`config.mk`:
```
export PLATFORM = sky130hd
export DESIGN_NAME = alarm
export DESIGN_NICKNAME = d
export VERILOG_FILES = /design/src/rtl/alarm.sv
export SDC_FILE = /design/constraint.sdc
export NUM_CORES = 1
export LEC_CHECK = 0
export BUFFER_PORTS_ARGS = -buffer_cell sky130_fd_sc_hd__buf_2
export CAP_MARGIN = 20
export CELL_PAD_IN_SITES_DETAIL_PLACEMENT = 1
export CELL_PAD_IN_SITES_GLOBAL_PLACEMENT = 2
export CORE_MARGIN = 5
export CORE_UTILIZATION = 30
export DETAILED_ROUTE_END_ITERATION = 7
export PLACE_DENSITY = 0.62
export SYNTH_ARGS = -nofsm -noshare
export SYNTH_HDL_FRONTEND = slang
export SYNTH_SLANG_ARGS = --single-unit
```
`constraint.sdc`:
```
create_clock -name clk -period 1.3 [get_ports clk]
set_input_delay 0.065 -clock clk [delete_from_list [all_inputs] [get_ports clk]]
set_output_delay 0.065 -clock clk [all_outputs]
set_load 0.005 [all_outputs]
```
`src/rtl/alarm.sv`:
```
// Home-security alarm controller: synchronizes six raw switch/sensor pins, debounces
// sensor breaches while armed, and drives a registered siren output with zone memory.
module alarm #(
    parameter int SYNC_STAGES = 2,
    parameter int DEBOUNCE    = 4,
    parameter bit LATCH       = 1'b1
) (
    input  logic       clk,
    input  logic       rst,
    input  logic       PANIC,
    input  logic       ENABLE,
    input  logic       EXITING,
    input  logic       WINDOW,
    input  logic       DOOR,
    input  logic       GARAGE,
    output logic       ALARM,
    output logic       ARMED,
    output logic [2:0] ZONE
);

    localparam int              CNT_W    = $clog2(DEBOUNCE + 1);
    localparam logic [CNT_W-1:0] CNT_MAX  = CNT_W'(DEBOUNCE);
    localparam logic [CNT_W-1:0] CNT_TRIP = CNT_W'(DEBOUNCE - 1);
    // Idle pin levels: controls released, every sensor closed.
    localparam logic [5:0]       SYNC_RST = 6'b000111;

    logic [5:0]       raw;
    logic [5:0]       sync_p0 [SYNC_STAGES];
    logic [5:0]       in_s;
    logic             panic_s;
    logic             enable_s;
    logic             exiting_s;
    logic [2:0]       sense_s;
    logic [CNT_W-1:0] cnt_p1;
    logic             breach;
    logic             intrusion;
    logic             set_cond;

    function automatic logic [CNT_W-1:0] sat_inc(input logic [CNT_W-1:0] v);
        return (v == CNT_MAX) ? v : v + CNT_W'(1);
    endfunction

    assign raw = {PANIC, ENABLE, EXITING, WINDOW, DOOR, GARAGE};

    // Stage p0: synchronizer chain on every pin
    always_ff @(posedge clk or posedge rst) begin
        if (rst) begin
            for (int i = 0; i < SYNC_STAGES; i++) sync_p0[i] <= SYNC_RST;
        end else begin
            sync_p0[0] <= raw;
            for (int i = 1; i < SYNC_STAGES; i++) sync_p0[i] <= sync_p0[i-1];
        end
    end

    assign in_s      = sync_p0[SYNC_STAGES-1];
    assign panic_s   = in_s[5];
    assign enable_s  = in_s[4];
    assign exiting_s = in_s[3];
    assign sense_s   = in_s[2:0];

    assign breach    = enable_s & ~exiting_s & ~(&sense_s);
    assign intrusion = breach & (cnt_p1 >= CNT_TRIP);
    assign set_cond  = panic_s | intrusion;

    // Stage p1: debounce counter, siren, armed status and zone memory
    always_ff @(posedge clk or posedge rst) begin
        if (rst) begin
            cnt_p1 <= '0;
            ALARM  <= 1'b0;
            ARMED  <= 1'b0;
            ZONE   <= 3'b000;
        end else begin
            cnt_p1 <= breach ? sat_inc(cnt_p1) : '0;
            ARMED  <= enable_s & ~exiting_s;
            if (LATCH) begin
                // Set beats disarm, so a held panic keeps the siren on while disarmed.
                if (set_cond)
                    ALARM <= 1'b1;
                else if (!enable_s && !panic_s)
                    ALARM <= 1'b0;
            end else begin
                ALARM <= set_cond;
            end
            if (!enable_s)
                ZONE <= 3'b000;
            else if (intrusion)
                ZONE <= ZONE | ~sense_s;
        end
    end

endmodule

```
==> results.json <==
{
  "rsz0062_at_grt": "yes",
  "port_buffers": 12,
  "core-area_um2": 2250,
  "swShare_pct": 19.2,
  "die_x_um": 59.0,
  "clkLatencyLatePin_ns": 0.29,
  "worstSetupEndpointType": "flip-flop",
  "synth_area_per_cell_um2": 15.0,
  "startpoint_type": "flip-flop",
  "grt_usage_pct": 9.73,
  "synth_warnings": 0,
  "post_cts_buffers": 0,
  "dpl.hpwl_um": 958,
  "grt_pass1_wl_mm": 2.46,
  "p_per_area_nw_per_um2": 1250,
  "antenna_left": 0,
  "use_met2_pct": 15.5,
  "syn-num-nets": 59,
  "nets": 87,
  "setup_viol": 0,
  "fin_cells": 103,
  "antenna_found_initial": 0,
  "criticalPathCategory": "flip-flop to flip-flop",
  "postPlaceCellArea_um2": 842,
  "synth_top_area_share_pct": 48.6,
  "vdd_drop_max_mv": 0.887,
  "clock_power_share_pct": 39.4,
  "power.share.sequential_pct": 53.0,
  "synth_area_um2": 721,
  "drtIter0Drc": 3,
  "r2r_end": "cnt_p1[1]$_DFFE_PP0P_",
  "antenna_cells": 0,
  "drc": 0,
  "synthToLayoutAreaGrowth_pct": 39.6,
  "tritoncts": "built",
  "clockRootBuffer": "clkbuf_4",
  "switchingPower_uw": 242,
  "rr_startpoint": "cnt_p1[0]$_DFFE_PP0P_",
  "gp_congestion": 0.747,
  "max-slew-margin-rel_pct": 72.0,
  "grt-ovfl-total": 0,
  "power_uw": 1260,
  "cp_max_fo": 2,
  "min_path_type": "input pin to async pin",
  "crit_arrival_ns": 1.50,
  "fp-row-count": 17,
  "grt_pass1_vias": 521,
  "drive_above_1_share_pct": 48.0,
  "grtUsageMet3_pct": 4.58,
  "grt_start_max_net_pins": 21,
  "vias": 463,
  "fin_crit_sh_pct": 98.7,
  "hold_violations": 0,
  "drt-pass1-iter-count": 2,
  "fmax_mhz": 779,
  "clk_pin_slew_worst_paths_ns": 0.11,
  "utilization_pct": 44.6,
  "cts_inserted_buffers": 3,
  "required_ns": 1.52,
  "die_h_um": 59.0,
  "ff2ff_setup_slack_ns": 0.02,
  "p_leak_uw": 0.000460,
  "io_pins": 13,
  "reg2regPathDepth": 5,
  "p_int_uw": 1020,
  "synth-seq-cells": 20,
  "vias_per_cell": 4.50,
  "die_area_um2": 3480,
  "use_met1_pct": 12.1,
  "synth_cell_type_count": 15,
  "drv_slew": 0,
  "cts_max_path_buffers": 2,
  "htree_levels": 1,
  "period_needed_ns": 1.28,
  "synth_top_area_cell": "dfrtp_1",
  "maxCapViolations": 0,
  "final_area_um2": 1010,
  "cts_sinks": 20,
  "start_util_pct": 32.0,
  "synthTopCellsByArea": "dfrtp_1 (49%), dfstp_2 (22%), a211oi_2 (6.9%), ha_1 (5.2%), o31ai_1 (3.1%)",
  "status": "complete, no violations",
  "placed_cells": 92,
  "syn-instance-count": 48,
  "worst_pin_slew_ns": 0.420,
  "routedWlPerCell_um": 13.4,
  "finalWirelength_mm": 1.38,
  "skew_ns": 0.00143,
  "busiest_layer": "met2",
  "p_comb_share_pct": 7.6,
  "yosysSeqAreaShare_pct": 70.5
}
[metrics by stage]
stage / setup TNS (ns) / worst slack [ns] / hold WS, ns
after floorplan: 0 / 0.0276 / 0.0244
after global placement: -0.000221 / -0.000221 / 0.0981
after detailed placement: -0.0918 / -0.0362 / 0.108
after CTS: -0.00598 / -0.00598 / 0.316
after global routing: -0.128 / -0.0655 / 0.341
final: 0 / 0.0167 / 0.325
[flip-flops by register name (all words and copies together), names as in the netlist]
register / count
ZONE: 3
sync_p0: 6
ARMED: 1
in_s: 6
cnt_p1: 3
ALARM: 1
[power by group through the flow]
| stage | sequential (uW) | clock, uW | combinational [uW] |
|---|---|---|---|
| floorplan | 677 | 0 | 38.9 |
| global placement | 678 | 0 | 70.2 |
| detailed placement | 679 | 0 | 72.0 |
| CTS | 668 | 517 | 91.4 |
| global route | 672 | 533 | 108 |
| finish | 668 | 496 | 95.2 |
[what timing repair did]
action	in CTS	in global routing
hold buffers	7	0
endpoints found under the hold margin	20	0
gates resized for setup	5	4
pin swaps	4	7
setup endpoints to repair	5	7
[cell families after synthesis]
logic type | Yosys count | share of synthesized area, %
simple gates | 8 | 5.21
fa+ha+maj | 3 | 5.21
flops | 20 | 70.5
buf+inv | 6 | 4.17
compound gates | 11 | 14.9
[placed cells by master (no fill, tap or decap), types with 3 or more instances in the layout]
master and instances:
dfrtp_1 14, buf_2 12, dlygate4sd3_1 7, dfstp_2 6, nand2_1 4, inv_1 4
buf_4 4, o31ai_1 3, a211oi_2 3, clkbuf_4 3
[worst max-delay path, cell delays in order, from the launching register on]
cell	delay (ns)
dfrtp_1	0.40
buf_6	0.12
inv_4	0.03
ha_4	0.23
a21bo_1	0.19
a211oi_2	0.22
[how the worst max path moves through the flow]
| stage | from | endpoint | slack [ns] | cells after the start |
|---|---|---|---|---|
| detailed placement | cnt_p1[1]$_DFFE_PP0P_ | ZONE[0]$_DFFE_PP0P_ | -0.04 | 4 |
| finish | cnt_p1[0]$_DFFE_PP0P_ | cnt_p1[1]$_DFFE_PP0P_ | 0.02 | 5 |
| floorplan | cnt_p1[0]$_DFFE_PP0P_ | ALARM$_DFFE_PP0P_ | 0.03 | 4 |
| global placement | cnt_p1[0]$_DFFE_PP0P_ | ZONE[2]$_DFFE_PP0P_ | -0.0002 | 4 |
| CTS | cnt_p1[1]$_DFFE_PP0P_ | ZONE[2]$_DFFE_PP0P_ | -0.006 | 4 |
| global route | cnt_p1[0]$_DFFE_PP0P_ | cnt_p1[1]$_DFFE_PP0P_ | -0.07 | 5 |
[routing by layer]
layer | vias up | part of all wire (%)
met1 | 232 | 42
li1 | 218 | -
met3 | 2 | 5.6
met4 | 0 | 1.0
met2 | 11 | 51
met5 | - | 0
[synth_stat cells]
master and n:
nand2b_1 1, dfstp_2 6, nand3_1 2, o31ai_2 1, nand2_1 4, a21bo_1 1
buf_6 1, and3_1 1, dfrtp_1 14, a211oi_2 4, inv_1 5, o31ai_1 3
a21oi_1 1, ha_1 3, a21o_1 1
[final cells by class]
| class | instances | area, um^2 |
|---|---|---|
| Multi-Input combinational cell | 22 | 218 |
| Clock inverter | 1 | 30.0 |
| Tap cell | 28 | 35.0 |
| Timing Repair Buffer | 24 | 171 |
| Clock buffer | 3 | 22.5 |
| Fill cell | 256 | 1250 |
| Inverter | 5 | 21.3 |
| Sequential cell | 20 | 508 |
Power figures use the tool's default switching activity.
